<file path="src/rtl/mem_issue_queue_pkg.sv">
// Shared constants and entry/dispatch record types for the memory issue queue.
// Types use the default sizing; parameterised instances carry their own local records.
package mem_issue_queue_pkg;

    localparam int MEM_IQ_DEPTH     = 8;
    localparam int MEM_IQ_PREG_W    = 6;
    localparam int MEM_IQ_WB_PORTS  = 4;
    localparam int MEM_IQ_PAYLOAD_W = 96;

    typedef struct packed {
        logic [MEM_IQ_PREG_W-1:0]    psrc0;
        logic                        rdy0;
        logic [MEM_IQ_PREG_W-1:0]    psrc1;
        logic                        rdy1;
        logic [MEM_IQ_PAYLOAD_W-1:0] payload;
    } MemIqEntrySt;

    typedef struct packed {
        logic [MEM_IQ_PREG_W-1:0]    psrc0;
        logic                        psrc0_rdy;
        logic [MEM_IQ_PREG_W-1:0]    psrc1;
        logic                        psrc1_rdy;
        logic [MEM_IQ_PAYLOAD_W-1:0] payload;
    } MemIqDisSt;

endpackage

</file>
<file path="src/rtl/mem_iq_wakeup_cam.sv">
// Compares one source register against every writeback wakeup port.
// Purely combinational; no flow control.
module mem_iq_wakeup_cam #(
    parameter int PREG_W   = 6,
    parameter int WB_PORTS = 4
) (
    input  logic [PREG_W-1:0]          preg_i,
    input  logic [WB_PORTS-1:0]        wake_valid_i,
    input  logic [WB_PORTS*PREG_W-1:0] wake_preg_i,
    output logic [WB_PORTS-1:0]        hit_o
);

    always_comb begin
        hit_o = '0;
        for (int k = 0; k < WB_PORTS; k++) begin
            hit_o[k] = wake_valid_i[k] & (wake_preg_i[k*PREG_W +: PREG_W] == preg_i);
        end
    end

endmodule

</file>
<file path="src/rtl/mem_issue_queue.sv">
// In-order issue queue for the memory pipe: issues only the head once both sources are ready.
// Issue is >=1 cycle after dispatch; dispatch stalls when full (no bypass), issue waits on iss_ready_i.
module mem_issue_queue
    import mem_issue_queue_pkg::*;
#(
    parameter int DEPTH     = MEM_IQ_DEPTH,
    parameter int PREG_W    = MEM_IQ_PREG_W,
    parameter int WB_PORTS  = MEM_IQ_WB_PORTS,
    parameter int PAYLOAD_W = MEM_IQ_PAYLOAD_W
) (
    input  logic                        clk,
    input  logic                        a_rst_n,
    input  logic                        flush_i,
    input  logic                        dis_valid_i,
    output logic                        dis_ready_o,
    input  logic [PREG_W-1:0]           dis_psrc0_i,
    input  logic                        dis_psrc0_rdy_i,
    input  logic [PREG_W-1:0]           dis_psrc1_i,
    input  logic                        dis_psrc1_rdy_i,
    input  logic [PAYLOAD_W-1:0]        dis_payload_i,
    input  logic [WB_PORTS-1:0]         wake_valid_i,
    input  logic [WB_PORTS*PREG_W-1:0]  wake_preg_i,
    output logic                        iss_valid_o,
    input  logic                        iss_ready_i,
    output logic [PREG_W-1:0]           iss_psrc0_o,
    output logic [PREG_W-1:0]           iss_psrc1_o,
    output logic [PAYLOAD_W-1:0]        iss_payload_o,
    output logic [$clog2(DEPTH):0]      count_o
);

    localparam int PTR_W = $clog2(DEPTH);
    localparam int CNT_W = $clog2(DEPTH) + 1;

    typedef struct packed {
        logic [PREG_W-1:0]    psrc0;
        logic                 rdy0;
        logic [PREG_W-1:0]    psrc1;
        logic                 rdy1;
        logic [PAYLOAD_W-1:0] payload;
    } entry_t;

    entry_t             mem_q [DEPTH];
    entry_t             mem_d [DEPTH];
    logic [PTR_W-1:0]   head_q, head_d;
    logic [PTR_W-1:0]   tail_q, tail_d;
    logic [CNT_W-1:0]   count_q, count_d;

    logic [WB_PORTS-1:0] hit0 [DEPTH];
    logic [WB_PORTS-1:0] hit1 [DEPTH];
    logic [WB_PORTS-1:0] dis_hit0, dis_hit1;

    entry_t head_e;
    entry_t dis_e;
    logic   dis_fire;
    logic   iss_fire;

    for (genvar g = 0; g < DEPTH; g++) begin : g_ent_cam
        mem_iq_wakeup_cam #(.PREG_W(PREG_W), .WB_PORTS(WB_PORTS)) u_cam0 (
            .preg_i       (mem_q[g].psrc0),
            .wake_valid_i (wake_valid_i),
            .wake_preg_i  (wake_preg_i),
            .hit_o        (hit0[g])
        );
        mem_iq_wakeup_cam #(.PREG_W(PREG_W), .WB_PORTS(WB_PORTS)) u_cam1 (
            .preg_i       (mem_q[g].psrc1),
            .wake_valid_i (wake_valid_i),
            .wake_preg_i  (wake_preg_i),
            .hit_o        (hit1[g])
        );
    end

    // Same-cycle wakeup bypass so a dispatching op never misses a broadcast.
    mem_iq_wakeup_cam #(.PREG_W(PREG_W), .WB_PORTS(WB_PORTS)) u_dis_cam0 (
        .preg_i       (dis_psrc0_i),
        .wake_valid_i (wake_valid_i),
        .wake_preg_i  (wake_preg_i),
        .hit_o        (dis_hit0)
    );
    mem_iq_wakeup_cam #(.PREG_W(PREG_W), .WB_PORTS(WB_PORTS)) u_dis_cam1 (
        .preg_i       (dis_psrc1_i),
        .wake_valid_i (wake_valid_i),
        .wake_preg_i  (wake_preg_i),
        .hit_o        (dis_hit1)
    );

    assign head_e        = mem_q[head_q];
    assign dis_ready_o   = count_q < CNT_W'(DEPTH);
    assign iss_valid_o   = (count_q != '0) & head_e.rdy0 & head_e.rdy1;
    assign iss_psrc0_o   = head_e.psrc0;
    assign iss_psrc1_o   = head_e.psrc1;
    assign iss_payload_o = head_e.payload;
    assign count_o       = count_q;

    assign dis_fire = dis_valid_i & dis_ready_o & ~flush_i;
    assign iss_fire = iss_valid_o & iss_ready_i & ~flush_i;

    always_comb begin
        dis_e         = '0;
        dis_e.psrc0   = dis_psrc0_i;
        dis_e.rdy0    = dis_psrc0_rdy_i | (dis_psrc0_i == '0) | (|dis_hit0);
        dis_e.psrc1   = dis_psrc1_i;
        dis_e.rdy1    = dis_psrc1_rdy_i | (dis_psrc1_i == '0) | (|dis_hit1);
        dis_e.payload = dis_payload_i;
    end

    // Waking a free slot is harmless: the next dispatch overwrites the whole entry.
    always_comb begin
        mem_d   = mem_q;
        head_d  = head_q;
        tail_d  = tail_q;
        count_d = count_q;
        for (int i = 0; i < DEPTH; i++) begin
            if (|hit0[i]) mem_d[i].rdy0 = 1'b1;
            if (|hit1[i]) mem_d[i].rdy1 = 1'b1;
        end
        if (dis_fire) begin
            mem_d[tail_q] = dis_e;
            tail_d        = tail_q + 1'b1;
        end
        if (iss_fire) head_d = head_q + 1'b1;
        count_d = count_q + CNT_W'(dis_fire) - CNT_W'(iss_fire);
        if (flush_i) begin
            head_d  = '0;
            tail_d  = '0;
            count_d = '0;
        end
    end

    always_ff @(posedge clk or negedge a_rst_n) begin
        if (!a_rst_n) begin
            head_q  <= '0;
            tail_q  <= '0;
            count_q <= '0;
            for (int i = 0; i < DEPTH; i++) mem_q[i] <= '0;
        end else begin
            head_q  <= head_d;
            tail_q  <= tail_d;
            count_q <= count_d;
            for (int i = 0; i < DEPTH; i++) mem_q[i] <= mem_d[i];
        end
    end

endmodule
</file>
<file path="config.mk">
export PLATFORM = sky130hd
export DESIGN_NAME = mem_issue_queue
export DESIGN_NICKNAME = d
export VERILOG_FILES = /design/src/rtl/mem_issue_queue_pkg.sv /design/src/rtl/mem_iq_wakeup_cam.sv /design/src/rtl/mem_issue_queue.sv
export SDC_FILE = /design/constraint.sdc
export NUM_CORES = 2
export LEC_CHECK = 0
export CORE_MARGIN = 4
export CORE_UTILIZATION = 45
export CTS_CLUSTER_DIAMETER = 100
export CTS_CLUSTER_SIZE = 40
export DETAILED_ROUTE_END_ITERATION = 8
export PLACE_DENSITY_LB_ADDON = 0.3
export SYNTH_ARGS = -nofsm -noshare
export SYNTH_HDL_FRONTEND = slang
export SYNTH_SLANG_ARGS = --single-unit
export TNS_END_PERCENT = 20
</file>
<file path="constraint.sdc">
create_clock -name clk -period 5.4 [get_ports clk]
set_input_delay 0.81 -clock clk [delete_from_list [all_inputs] [get_ports clk]]
set_output_delay 0.81 -clock clk [all_outputs]
set_load 0.005 [all_outputs]
</file>
==> flow_metrics.py <==
metrics = {
    "power": {
        "powerDensity_mw_per_mm2": 408,
        "ir_drop_uv": 258,
        "total_leakage_power_nw": 23.6,
    },
    "sta": {
        "holdWs_ns": 0.138,
        "drv_slew": 0,
        "period_minus_slack_ns": 4.46,
        "tns_ns": 0,
        "finalWorstSetupSlack_ns": 0.944,
        "finalHoldViolations": 0,
        "fin_crit_sh": 0.825,
        "rsz0062_at_grt": "false",
        "max_freq_mhz": 224,
        "setup_viol": 0,
        "tightest_slew_ns": 1.23,
        "fin_skew_ns": 0.0470,
        "slew_headroom": 0.175,
    },
    "critical_path": {
        "r2r_start": "head_q[2]$_DFFE_PN0P_",
        "crit_path_max_fanout": 42,
        "critPathLaunchType": "flip-flop",
        "critPathKind": "reg -> out",
        "cp_slowest_cell": "dfrtp_4",
        "slowest_delay_ns": 0.89,
        "cp_data_arrival_time_ns": 3.65,
        "critPathRequiredTime_ns": 4.59,
        "path_buf_inv": 3,
        "path_delay_family": "buffers and inverters",
        "ff2ff_setup_slack_ns": 1.77,
        "cp-end-kind": "output pin",
        "r2r-end": "count_o[1]$_DFF_PN0_",
        "rr_worst_depth": 10,
        "crit_chain": "buf_4 > buf_4 > nand2_1 > nand2_1 > clkdlybuf4s50_1",
    },
    "drt": {
        "antenna_left": 0,
        "drt_iter0_drc": 3184,
        "wl_um": 130000,
        "dr_total_vias": 32500,
        "drt_first_pass_iters": 5,
        "drt-vias-per-instance": 5.64,
        "drc": 0,
        "wl_per_cell_um": 22.6,
    },
    "clocking": {
        "cts.clk_slew.worst_paths_ns": 0.14,
        "clockBufferDepth": 3,
        "cts-root-buf": "clkbuf_16",
        "numCtsBuffers": 30,
        "h-tree-depth": 1,
        "clock_latency_ns": 0.68,
        "postCtsHoldBufs": 0,
        "post_cts_resized": 0,
        "cts_tree": "done",
        "cts.sinks": 890,
        "post-cts-setup-buffer-count": 0,
    },
    "placement": {
        "hpwl_um": 76400,
        "gp_congestion": 0.847,
        "place_ws_ns": 1.37,
        "portBuffers": 256,
    },
    "final_layout": {
        "syn2layout_area_growth_pct": 9.44,
        "layout_commonest_cell": "nand2_1",
        "fin_util": 0.496,
        "nFillCells": 9088,
        "layout_common_cells": "nand2_1 (1954), dfrtp_1 (887), mux2_2 (324)",
        "layout.nets": 4591,
        "layout-drive-gt1-share": 0.157,
    },
    "logic_synthesis": {
        "netlist_instances": 4477,
        "ys_ff_latch": 890,
        "synth_top_area_frac": 0.491,
        "synth_area_per_cell_um2": 10.1,
        "syn_nets": 4628,
        "synth_seq_area_share": 0.491,
        "yosys_warnings": 0,
        "ys_types": 40,
        "yosys.area.top_type": "dfrtp_1",
        "synthesis.area_mm2": 0.0454,
        "synthTopCellsByArea": "dfrtp_1 (49%), nand2_1 (16%), mux4_2 (11%)",
    },
    "floorplan": {
        "fp-row-count": 116,
        "initial_core_util": 0.453,
        "dieHeight_um": 326,
        "coreArea_mm2": 0.100,
        "dieArea_mm2": 0.106,
        "die_w_um": 326,
        "ioPinCount": 257,
    },
    "grt": {
        "grt_usage": 0.243,
        "grt_max_degree": 150,
        "grt_pass1_vias": 33200,
        "antenna_found_initial": 9,
        "grt_pass1_wl_um": 204000,
        "grt.overflow.total": 0,
    },
    "flow_run": {
        "max-cap-violations": 0,
    },
    "hold_path": {
        "hold_class": "in -> async",
    },
    "status": {
        "status": "complete, no violations",
    },
}
cell usage after synthesis (all sizes together):
| library cell | number |
|---|---|
| mux2 | 324 |
| a21o | 1 |
| mux4 | 218 |
| or2 | 3 |
| or3 | 2 |
| a21oi | 3 |
| nor2b | 4 |
| nor3 | 34 |
| nand4 | 72 |
| and2 | 1 |
| ha | 7 |
| nor4 | 74 |
| xor2 | 217 |
| a311oi | 1 |
| buf | 214 |
| or3b | 1 |
| fa | 1 |
| inv | 7 |
| nand3 | 1 |
| xnor2 | 219 |
| clkbuf | 182 |
| nor2 | 15 |
| nand2 | 1954 |
| dfrtp | 890 |
| nand2b | 5 |
| o22ai | 1 |
| a31o | 1 |
| nand3b | 1 |
| mux2i | 1 |
| nand4b | 1 |
| o41ai | 2 |
| o21ai | 2 |
| a22oi | 16 |
| o31ai | 2 |
worst max path at each step:
stage                          startpoint                endpoint  slack [ns]  cells past startpoint
global route        head_q[2]$_DFFE_PN0P_       iss_payload_o[55]        0.79                      5
finish              head_q[2]$_DFFE_PN0P_       iss_payload_o[41]        0.94                      5
CTS                 head_q[2]$_DFFE_PN0P_       iss_payload_o[49]        0.89                      5
floorplan           head_q[0]$_DFFE_PN0P_    count_o[1]$_DFF_PN0_        2.63                     11
detailed placement                flush_i  mem_q[310]$_DFFE_PN0P_        1.37                      6
global placement                  flush_i  mem_q[260]$_DFFE_PN0P_        1.46                      6
sequential cells by signal, indices dropped and copies added (netlist names):
| signal | count |
|---|---|
| tail_q | 3 |
| mem_q | 880 |
| head_q | 3 |
| count_o | 4 |
power breakdown:
part,total [mW],switching (mW),internal (mW)
Combinational,7.20,3.27,3.93
Clock,3.38,2.20,1.18
Sequential,9.68,1.36,8.32
Total,20.3,6.83,13.4
layer usage:
| layer | up-vias | wire, µm | track usage |
|---|---|---|---|
| li1 | 14500 | - | - |
| met2 | 1109 | 61400 | 0.398 |
| met1 | 16700 | 56900 | 0.344 |
| met3 | 236 | 8090 | 0.0306 |
| met5 | - | 13 | 0 |
| met4 | 2 | 3870 | 0.0680 |
stage by stage:
stage                     std cells  instance area (µm²)  power, mW
after floorplan                4477                45400       14.0
final                          5764                49700       20.3
after global routing           5758                49600       21.5
after CTS                      5755                49600       20.4
after detailed placement       5706                48600       17.1
after global placement         5706                48600       16.9
kinds of logic after synthesis:
logic type | after synthesis | synth area share
AOI/OAI and AO/OA | 29 | 0.00460
xor gates and xnor gates | 436 | 0.0842
adders and majority gates | 8 | 0.00237
buffers and inverters | 403 | 0.0392
DFF | 890 | 0.491
muxes | 543 | 0.189
and+or+nand+nor | 2168 | 0.190
layout make-up:
class                   count  area [µm²]  share of cell area
clock buffers              33         783              0.0158
diodes                      9        22.5            0.000453
repair buffers            327        3280              0.0660
clock inverters            16         248             0.00499
inverters                   7        28.8            0.000579
multi-input cells        3184       21400               0.431
flip-flops and latches    890       22300               0.449
well taps                1298        1620              0.0327
(Power assumes the default switching activity.)
